<file path="config.mk">
export PLATFORM = sky130hd
export DESIGN_NAME = xor_tree_pipe
export DESIGN_NICKNAME = d
export VERILOG_FILES = /design/src/rtl/xor_tree_pipe.sv
export SDC_FILE = /design/constraint.sdc
export NUM_CORES = 1
export LEC_CHECK = 0
export CAP_MARGIN = 20
export CORE_ASPECT_RATIO = 1.4
export CORE_MARGIN = 2
export CORE_UTILIZATION = 54
export DETAILED_ROUTE_END_ITERATION = 10
export HOLD_SLACK_MARGIN = 0.12
export PLACE_DENSITY = 0.91
export SLEW_MARGIN = 5
export SYNTH_ARGS = -nofsm -noshare
export SYNTH_HDL_FRONTEND = slang
export SYNTH_SLANG_ARGS = --single-unit
</file>
<file path="constraint.sdc">
create_clock -name i_clk -period 3.55 [get_ports i_clk]
set_input_delay 0.355 -clock i_clk [delete_from_list [all_inputs] [get_ports i_clk]]
set_output_delay 0.355 -clock i_clk [all_outputs]
set_load 0.02 [all_outputs]
</file>
<file path="src/rtl/xor_tree_pipe.sv">
`timescale 1ns/1ps
// -----------------------------------------------------------------------------
// xor_tree_pipe
//
// Pipelined, parametrised XOR reduction of NUM_VEC vectors of WIDTH bits.
// Each vector is first gated by its mask bit. The gated vectors are then
// reduced through a balanced binary tree, with a register stage after every
// tree level. Stages move data with a valid/ready handshake. A stage accepts
// new data whenever it is empty or its successor is accepting, so bubbles
// collapse even while the output is stalled.
//
// Ports
//   i_clk         : clock, all state changes on the rising edge
//   i_rst         : synchronous active-high reset, clears all stages
//   i_in_vectors  : NUM_VEC*WIDTH concatenated vectors, vector 0 in the LSBs
//   i_in_mask     : per-vector enable, 0 replaces that vector with zero
//   i_in_valid    : an input transaction is present
//   o_in_ready    : the input is accepted this cycle
//   o_out_xor     : XOR of the masked vectors of the oldest transaction
//   o_out_valid   : o_out_xor holds a result
//   i_out_ready   : the consumer takes the result this cycle
// -----------------------------------------------------------------------------
module xor_tree_pipe #(
  parameter int NUM_VEC = 5,
  parameter int WIDTH   = 31
) (
  input  logic                     i_clk,
  input  logic                     i_rst,
  input  logic [NUM_VEC*WIDTH-1:0] i_in_vectors,
  input  logic [NUM_VEC-1:0]       i_in_mask,
  input  logic                     i_in_valid,
  output logic                     o_in_ready,
  output logic [WIDTH-1:0]         o_out_xor,
  output logic                     o_out_valid,
  input  logic                     i_out_ready
);

  // One register stage per tree level; a single vector still gets one stage.
  localparam int DEPTH = (NUM_VEC <= 32'sd1) ? 32'sd1 : $clog2(NUM_VEC);

  // Number of elements present at a given tree level (level 0 = inputs).
  function automatic int level_count(input int level);
    int n;
    n = NUM_VEC;
    for (int k = 0; k < level; k++) begin
      n = (n + 32'sd1) / 32'sd2;
    end
    return n;
  endfunction

  logic [NUM_VEC*WIDTH-1:0] w_level0;
  logic [DEPTH-1:0]         w_valid;
  logic [DEPTH-1:0]         w_en;

  // Gate each input vector with its mask bit ahead of the first stage.
  always_comb begin
    w_level0 = '0;
    for (int i = 0; i < NUM_VEC; i++) begin
      if (i_in_mask[i]) begin
        w_level0[i*WIDTH +: WIDTH] = i_in_vectors[i*WIDTH +: WIDTH];
      end else begin
        w_level0[i*WIDTH +: WIDTH] = '0;
      end
    end
  end

  // Stage k may load when the consumer is ready or any stage from k to the
  // output is empty; written without a chained vector so no comb loop forms.
  always_comb begin
    w_en = '0;
    for (int k = 0; k < DEPTH; k++) begin
      w_en[k] = i_out_ready;
      for (int j = k; j < DEPTH; j++) begin
        w_en[k] = w_en[k] | ~w_valid[j];
      end
    end
  end

  for (genvar s = 0; s < DEPTH; s++) begin : g_stage
    localparam int N_IN  = level_count(s);
    localparam int N_OUT = level_count(s + 32'sd1);

    logic [N_IN*WIDTH-1:0]  w_src;
    logic                   w_vin;
    logic [N_OUT*WIDTH-1:0] w_next;
    logic [N_OUT*WIDTH-1:0] r_data;
    logic                   r_valid;

    if (s == 32'sd0) begin : g_first
      assign w_src = w_level0;
      assign w_vin = i_in_valid;
    end else begin : g_inner
      assign w_src = g_stage[s-1].r_data;
      assign w_vin = g_stage[s-1].r_valid;
    end

    // Pairwise XOR of adjacent elements; an odd trailing element is
    // forwarded unchanged to keep the tree balanced.
    for (genvar j = 0; j < N_OUT; j++) begin : g_pair
      if ((32'sd2 * j + 32'sd1) < N_IN) begin : g_xor
        assign w_next[j*WIDTH +: WIDTH] =
          w_src[(32'sd2*j)*WIDTH +: WIDTH] ^ w_src[(32'sd2*j + 32'sd1)*WIDTH +: WIDTH];
      end else begin : g_pass
        assign w_next[j*WIDTH +: WIDTH] = w_src[(32'sd2*j)*WIDTH +: WIDTH];
      end
    end

    // Stage register: reset clears data and valid, otherwise load on enable.
    always_ff @(posedge i_clk) begin
      if (i_rst) begin
        r_data  <= '0;
        r_valid <= 1'b0;
      end else if (w_en[s]) begin
        r_data  <= w_next;
        r_valid <= w_vin;
      end else begin
        r_data  <= r_data;
        r_valid <= r_valid;
      end
    end

    assign w_valid[s] = r_valid;
  end

  // in_ready is combinational from out_ready; there is no skid buffer.
  assign o_in_ready  = w_en[0];
  assign o_out_valid = w_valid[DEPTH-1];
  assign o_out_xor   = g_stage[DEPTH-1].r_data;

endmodule

</file>
# Word level (Yosys, flattened, before mapping)
# Cells that the tools add are included.
totals:
  reg_bits: 189
  latchBits: 0
  ram_bits: 0
  rom_bits: 0
  input_bits: 164
  output_inout_bits: 33
  word_cells: 24
  mem_count: 0
classes:
  addsub: 0
  multipliers: 0
  div: 0
  n_lt_le_gt_ge: 0
  eq_ne: 0
  shifts: 0
  muxes: 5
  n_bitwise: 13
  n_reduce_logical: 0
op_table:
  columns: ["op", "n"]
  rows:
  - ["$mux 31", 5]
  - ["$xor 31x31->31", 4]
  - ["$or 1x1->1", 6]
  - ["$not 1->1", 3]

# Depth between registers and ports, before layout
depth:
  depth_word: 4
  ltp_mapped: 7
  depth_no_buf: 4

# Least setup slack after synthesis
# No wires, ideal clock.
synth_timing:
  kind: "reg-to-output"
  start: "register g_stage[2].r_valid (netlist: o_out_valid)"
  end: "output o_in_ready"
  t_arrival_ns: 1.127
  setup_slack_ns: 2.068
  stages_incl_launch_ff: 6
  path_buffers: 3
  path_cell_list: "dfxtp_1 -> and4b_1 -> buf_6 -> inv_4 -> buf_12 -> buf_6"
synth_via:
  elab_chain_cells: 2
synth_lines:
  columns: ["item", "line", "rtl"]
  rows:
  - ["from (decl)", "87", "logic r_valid;"]
  - ["from (signal assigned)", "115", "r_valid <= w_vin;"]
  - ["from (signal assigned)", "118", "r_valid <= r_valid;"]
  - ["$not 1->1", "74", "w_en[k] = w_en[k] | ~w_valid[j];"]
  - ["$or 1x1->1", "74", null]
  - ["to (decl)", "32", "output logic o_in_ready,"]
# Every way passes these cells.

# Worst setup path after layout
layout_timing:
  start: "input i_out_ready"
  end: "output o_in_ready"
layout_via:
  elab_chain_cells: 3
layout_lines:
  columns: ["item", "line", "rtl"]
  rows:
  - ["from (decl)", "35", "input logic i_out_ready"]
  - ["$or 1x1->1 (3 in series)", "74", null]
# Every way passes these cells.

==> impl_metrics.tcl <==
set metrics [dict create \
    clock_path_buffers 2 \
    antenna_found_initial 0 \
    drtPass1Iterations 5 \
    yosysSeqAreaShare_pct 45.5 \
    ys_types 21 \
    numPortBuffers 196 \
    cp.arrival_ns 1.91 \
    crit_required_ns 3.19 \
    maxCapViolations 0 \
    power-per-cell-area_mw_per_mm2 456 \
    post_synth.cell_area_avg_um2 8.66 \
    relSlewSlack_pct 37.7 \
    vias_per_cell 5.35 \
    peakVddDrop_uv 290 \
    cts.repair.resized 0 \
    place_hpwl_mm 13.4 \
    grt_start_max_net_pins 156 \
    skew_ns 0.0118 \
    htreeDepth 4 \
    area_delta_synth_final_pct 30.3 \
    core_area_mm2 0.0151 \
    cts-root-buf "clkbuf_16" \
    layout_worst_path_cycle_share_pct 63.8 \
    synth_largest_area_cell "dfxtp_1" \
    max_freq_mhz 442 \
    gp_congestion 0.804 \
    routedWlPerCell_um 15.0 \
    fin_tns_setup_ns 0 \
    worstSetupStartpointType "input pin" \
    hold_buffers 0 \
    status "complete, no violations" \
    cts_setup_buffers 0 \
    ant_nets 0 \
    nets 1273 \
    hold_viol_final 0 \
    dp_worst_setup_slack_ns 1.22 \
    rows 53 \
    synthCells 960 \
    via_count 7024 \
    synth_area_leaders "dfxtp_1 (46%), xnor2_1 (13%), nand2_1 (9.8%), a211oi_2 (7.5%), a211oi_1 (6.7%)" \
    path_class "in -> out" \
    min_period_ns 2.26 \
    min-delay-path-class "reg -> reg" \
    clkLatencyLatePin_ns 0.42 \
    timing.final.ws_setup_ns 1.29 \
    drc 0 \
    synth_top_area_share_pct 45.5 \
    grt_first_pass_wirelength_mm 31.9 \
    n_antenna_cell 0 \
    drive_above_1_share_pct 9.54 \
    cts_made_buffers 17 \
    synth_area_mm2 0.00831 \
    finalWirelength_mm 19.8 \
    worstPathMaxFanout 4 \
    grt_use_total_pct 24.6 \
    p_leak_nw 4.06 \
    path_clk_slew_ns 0.07 \
    clock_sinks 189 \
    syn-num-nets 1124 \
    cts_tree "yes" \
    dieArea_mm2 0.0164 \
    yosysWarningCount 0 \
    num_io_pins 197 \
    slew_violations 0 \
    drt_iter0_drc 410 \
    final_common_cell "nand2_1" \
    grt_overflow_total 0 \
    die_y_um 151 \
    rsz0062_at_grt "false" \
    tightest_slew_ns 0.935 \
    grt_pass1_vias 6789 \
    setup_viol 0 \
    rrSetupSlack_ns 1.71 \
    worstSetupEndpointType "output port" \
    synth-seq-cells 189 \
    final_cell_mix "nand2_1 (217), clkdlybuf4s50_1 (195), dfxtp_1 (189)" \
    die-width_um 109 \
    start_util_pct 55.2 \
]
## metrics by stage
step	std cells	area, um2	util, %	hold slack (ns)	total power (W)
floorplan	960	8310	-	0.432	0.00277
global placement	1280	10200	67.7	0.438	0.00308
detailed placement	1280	10200	67.7	0.444	0.00310
CTS	1312	10800	71.7	0.452	0.00497
global route	1314	10800	72.0	0.468	0.00512
finish	1314	10800	72.0	0.452	0.00494
## final timing paths
kind / cells after the start / end / from
worst min register to register: 2 / g_stage[0].r_data[66] / g_stage[0].r_data[66]
worst max register to register: 5 / g_stage[0].r_data[8] / o_out_valid
worst min-delay path: 2 / g_stage[0].r_data[66] / g_stage[0].r_data[66]
worst max-delay path: 4 / o_in_ready / i_out_ready
## layer usage
metal  share of wire [%]  track usage [%]  up-vias
li1                    -                -     3487
met1                  41             30.9     3258
met2                  51             42.1      239
met3                 5.6             4.22       40
met4                 2.2             8.65        0
met5                   0                0        -
## sequential cells by signal (all words and copies together), names as in the netlist
name,count
o_out_xor,31
o_out_valid,1
g_stage.r_valid,2
g_stage.r_data,155
## worst max-delay path, stage by stage
cell	delay, ns
clkdlybuf4s50_1	0.53
and4b_1	0.27
inv_6	0.09
clkdlybuf4s50_1	0.66
## logic make-up after synthesis
group | Yosys count | synth area share [%]
compound gates | 187 | 18.0
buf+inv | 80 | 5.30
flops | 189 | 45.5
xor+xnor | 124 | 13.1
simple gates | 380 | 18.1
## power by group
| group | internal (W) | switching (W) |
|---|---|---|
| logic | 0.000410 | 0.000296 |
| registers | 0.00226 | 0.0000945 |
| clock network | 0.00103 | 0.000851 |
| total | 0.00370 | 0.00124 |
## cells in the mapped netlist
library cell / n
nor2_1: 118
buf_1: 10
a21oi_1: 63
and3b_1: 1
nand3b_1: 1
nand3_1: 31
clkbuf_1: 36
inv_1: 1
nor2_2: 10
a211oi_2: 50
buf_12: 1
inv_4: 1
xnor2_1: 124
dfxtp_1: 189
nand2_1: 217
buf_4: 3
buf_2: 16
and4b_1: 1
a211oi_1: 74
buf_6: 12
nand2b_1: 1
## area by class of cell
cell class / instances / area [um2]
clock inverter: 13 / 144
tap: 192 / 240
inverter: 2 / 12.5
multi-input combinational: 691 / 4090
sequential: 189 / 3780
fill: 1059 / 4220
timing repair buffer: 208 / 2110
clock buffer: 19 / 453
Power figures use the tool's default switching activity.
==> RTL change 1: new RTL, same flow settings <==
The parameter `WIDTH` goes from 31 to 39.
--- a/src/rtl/xor_tree_pipe.sv
+++ b/src/rtl/xor_tree_pipe.sv
@@ -22,7 +22,7 @@
 // -----------------------------------------------------------------------------
 module xor_tree_pipe #(
   parameter int NUM_VEC = 5,
-  parameter int WIDTH   = 31
+  parameter int WIDTH   = 39
 ) (
   input  logic                     i_clk,
   input  logic                     i_rst,
Interface: changed (resized i_in_vectors and o_out_xor); port bits go from 197 to 245. The function was not compared with the original's and may differ.
==> RTL change 1 against the unedited design <==
- synthesized area increased by 25%
- combinational power rose by 26%
- setup slack got worse by 0.012 ns
- sequential cell count up 48
- sequential share of layout area increased by 0.13 points
- wire length is 27% higher
- total power increased by 24%
- final area rose by 25%
- highest routed layer unchanged
==> RTL change 1: results <==
set metrics [dict create \
    hold_end "g_stage[1].r_valid" \
    r2r-start "o_out_valid" \
    first_iter_violations 600 \
    ys.flop_type "dfxtp_1" \
    clk_pin_slew_ns 0.06 \
    synthTopCellsByArea "dfxtp_1, xnor2_1, nand2_1" \
    min_path_type "input pin to flop" \
    slew-limit-headroom_pct 30.0 \
    ctsResizeCount 0 \
    ys_seq_area_share_pct 45.5 \
    outcome "complete, no violations" \
    worstSkewPairLatency_ns 0.49 \
    grt_max_degree 196 \
    drive_above_1_share_pct 9.00 \
    gp_congestion 0.831 \
    reg2reg_setup_slack_ns 1.44 \
    synth_commonest_cells "nand2_1, dfxtp_1, nor2_1, xnor2_1, a21oi_1" \
    clock_path_buffers 3 \
    slowest_delay_ns 0.72 \
    p_leak_nw 5.07 \
    critical_path.top_delay_family "buffers and inverters" \
    regMostFlops "g_stage.r_data" \
    largest_register_ffs 195 \
    grtUsageTotal_pct 24.3 \
    layout.nets 1591 \
    vias_per_cell 5.21 \
    power.internal_mw 4.67 \
    yosys.cell_types.count 20 \
    path_max_fanout 4 \
    finalClockSkew_ns 0.00927 \
    htreeDepth 1 \
    dr.pass1.iters 6 \
    endpoint "o_in_ready" \
    grt_pass1_wl_mm 40.7 \
    startpoint "i_out_ready" \
    cpMaxStageDelayCell "clkdlybuf4s50_1" \
    antenna_found_initial 0 \
    wire_per_inst_um 15.2 \
    numPortBuffers 244 \
    grt_pass1_vias 8607 \
    yosys_warnings 0 \
    post_cts_buffers 0 \
    timing.rr.end "g_stage[0].r_data[48]" \
    async_flop_share_pct 0 \
    n_antenna_cell 0 \
    syn_nets 1409 \
    min_path_cells 2 \
    dp_hpwl_mm 17.1 \
    min_from "i_rst" \
    numCtsBuffers 21 \
    ir_drop_uv 312 \
    root_buffer "clkbuf_16" \
    reg2reg_depth 5 \
    arrival_ns 1.92 \
]
==> RTL change 1: power groups by stage <==
stage | logic [mW] | registers [mW] | clock network, mW
floorplan | 0.455 | 3.03 | 0
global placement | 0.870 | 3.01 | 0
detailed placement | 0.888 | 3.02 | 0
CTS | 0.895 | 2.96 | 2.30
global route | 0.961 | 2.97 | 2.39
finish | 0.890 | 2.96 | 2.27
==> RTL change 1: per-layer routing <==
metal / wire length [um] / GRT usage (%)
met1: 10600 / 30.2
met2: 12500 / 43.1
met3: 1270 / 3.29
met4: 688 / 7.65
met5: 0 / 0
==> RTL change 1: cell type report <==
cell class                      count  area [um^2]
Timing Repair Buffer              258         2600
Fill cell                        1436         5540
Sequential cell                   237         4740
Multi-Input combinational cell    867         5180
Clock buffer                       31          603
Tap cell                          248          310
Clock inverter                      5         77.6
Inverter                            2         12.5
==> RTL change 1: cell families (layout without fill, tap and decap cells) <==
kind of cell	Yosys count	count (layout)	share of synthesized area, %
XOR/XNOR	156	156	13.1
flip-flops	237	237	45.5
AO/OA/AOI/OAI	235	235	18.8
AND/OR/NAND/NOR	476	476	17.8
buffers and inverters	101	296	4.87
==> RTL change 1: through the flow <==
| stage | worst slack (ns) | total power, mW | std cells | area, um^2 | hold slack (ns) |
|---|---|---|---|---|---|
| 2_1_floorplan | 2.03 | 3.48 | 1205 | 10400 | 0.432 |
| 3_3_place_gp | 1.26 | 3.88 | 1612 | 12800 | 0.439 |
| 3_5_place_dp | 1.10 | 3.90 | 1612 | 12800 | 0.445 |
| 4_1_cts | 1.26 | 6.15 | 1648 | 13500 | 0.403 |
| 5_1_grt | 1.23 | 6.33 | 1648 | 13500 | 0.459 |
| 6_report | 1.28 | 6.12 | 1648 | 13500 | 0.372 |
==> RTL change 2: new RTL, same flow settings <==
Without the edit above. Reset style: asynchronous (`i_rst`), changed in one clocked block. Comments in the files are not updated.
--- a/src/rtl/xor_tree_pipe.sv
+++ b/src/rtl/xor_tree_pipe.sv
@@ -106,7 +106,7 @@
     end
 
     // Stage register: reset clears data and valid, otherwise load on enable.
-    always_ff @(posedge i_clk) begin
+    always_ff @(posedge i_clk or posedge i_rst) begin
       if (i_rst) begin
         r_data  <= '0;
         r_valid <= 1'b0;
Check against the original RTL: differs if i_rst is asserted again (counterexample within 4 cycles, from zero or initial values and one cycle with i_rst high); with i_rst held inactive, the same outputs for 10 cycles.
==> RTL change 2 against the unedited design <==
- non-clock buffer count stayed put
- synthesized area is 1.5% higher
- final area is 2.4% higher
- maximum frequency is 5.5% higher
- sequential cell count stayed put
- wire length is 3.5% lower
- setup slack better by 0.12 ns
- cell count is 4.6% lower
- critical path type unchanged
- highest routed layer unchanged
Power is not compared: it rests on default switching activity, and its combinational part moved more than twofold at a synthesized area within 25%.
==> RTL change 2: results <==
set metrics [dict create \
    drive_above_1_share_pct 7.47 \
    placed_area_um2 10500 \
    reg2reg_depth 3 \
    met2_usage_pct 40.0 \
    slowest_delay_ns 0.53 \
    synthXorXnorAreaFrac_pct 12.9 \
    r2r-start "o_out_valid" \
    yosys.cell_types.count 20 \
    grtUsageTotal_pct 24.2 \
    place_inst 1220 \
    met1Wirelength_mm 7.57 \
    whs_ns 0.459 \
    critical_path.top_delay_family "buffers and inverters" \
    reg2reg_setup_slack_ns 1.89 \
    grt_pass1_vias 6548 \
    use_met3_pct 4.55 \
    path_max_fanout 3 \
    seq_power_share_pct 46.2 \
    dp_slack_ns 1.34 \
    wl_met3_um 973 \
    syn_avg_cell_area_um2 9.71 \
    slew-limit-headroom_pct 28.6 \
    ir_drop_uv 346 \
    syn_nets 1033 \
    synthTopCellsByArea "dfrtp_1, xnor2_1, nand2_1" \
    min_path_type "input pin to asynchronous set/reset pin" \
    synth_commonest_cells "nand2_1, dfrtp_1, xnor2_1, a21oi_1, nor2_1" \
    timing.rr.end "g_stage[0].r_data[49]" \
    comb-power_mw 1.52 \
    vias_per_cell 5.15 \
    wl_met2_mm 9.97 \
    areaGrowthSynthToFinish_pct 31.4 \
    muxShareOfSynthArea_pct 4.14 \
    numCtsBuffers 17 \
    antenna_found_initial 0 \
    nFillCells 1101 \
    ctsResizeCount 0 \
    arrival_ns 1.79 \
    async_flop_share_pct 100 \
    clock_path_buffers 2 \
    outcome "complete, no violations" \
    grt_pass1_wl_mm 31.2 \
    layout_min_cycle_time_ns 2.15 \
    first_iter_violations 509 \
    synth_compound_area_share_pct 7.36 \
    worstSkewPairLatency_ns 0.42 \
    finalClockSkew_ns 0.0105 \
    dr.pass1.iters 5 \
    dp_hpwl_mm 13.5 \
    drt-total-wl_mm 19.1 \
    gp_congestion 0.830 \
    grtUsageMet1_pct 31.4 \
    ys_seq_area_share_pct 56.1 \
    wire_per_inst_um 15.2 \
]
==> RTL change 2: cell types whose count changed in the layout (fill, tap and decap cells not counted), moves of 3 or more <==
| cell | unedited run | this run |
|---|---|---|
| dfrtp_1 | 0 | 189 |
| dfxtp_1 | 189 | 0 |
| nor2_1 | 118 | 62 |
| a211oi_2 | 50 | 0 |
| nand2b_1 | 0 | 3 |
| mux2_2 | 0 | 31 |
| o21ai_0 | 0 | 56 |
| nor2_2 | 10 | 0 |
| o21ai_1 | 0 | 6 |
| nand2_1 | 217 | 248 |
| a211oi_1 | 74 | 0 |
==> RTL change 2: final cells by class <==
class                           count  share of cell area, %
Clock buffer                       18                   3.96
Timing Repair Buffer              208                   19.0
Inverter                            2                  0.102
Clock inverter                     14                   1.21
Tap cell                          196                   2.21
Sequential cell                   189                   42.7
Multi-Input combinational cell    626                   30.9
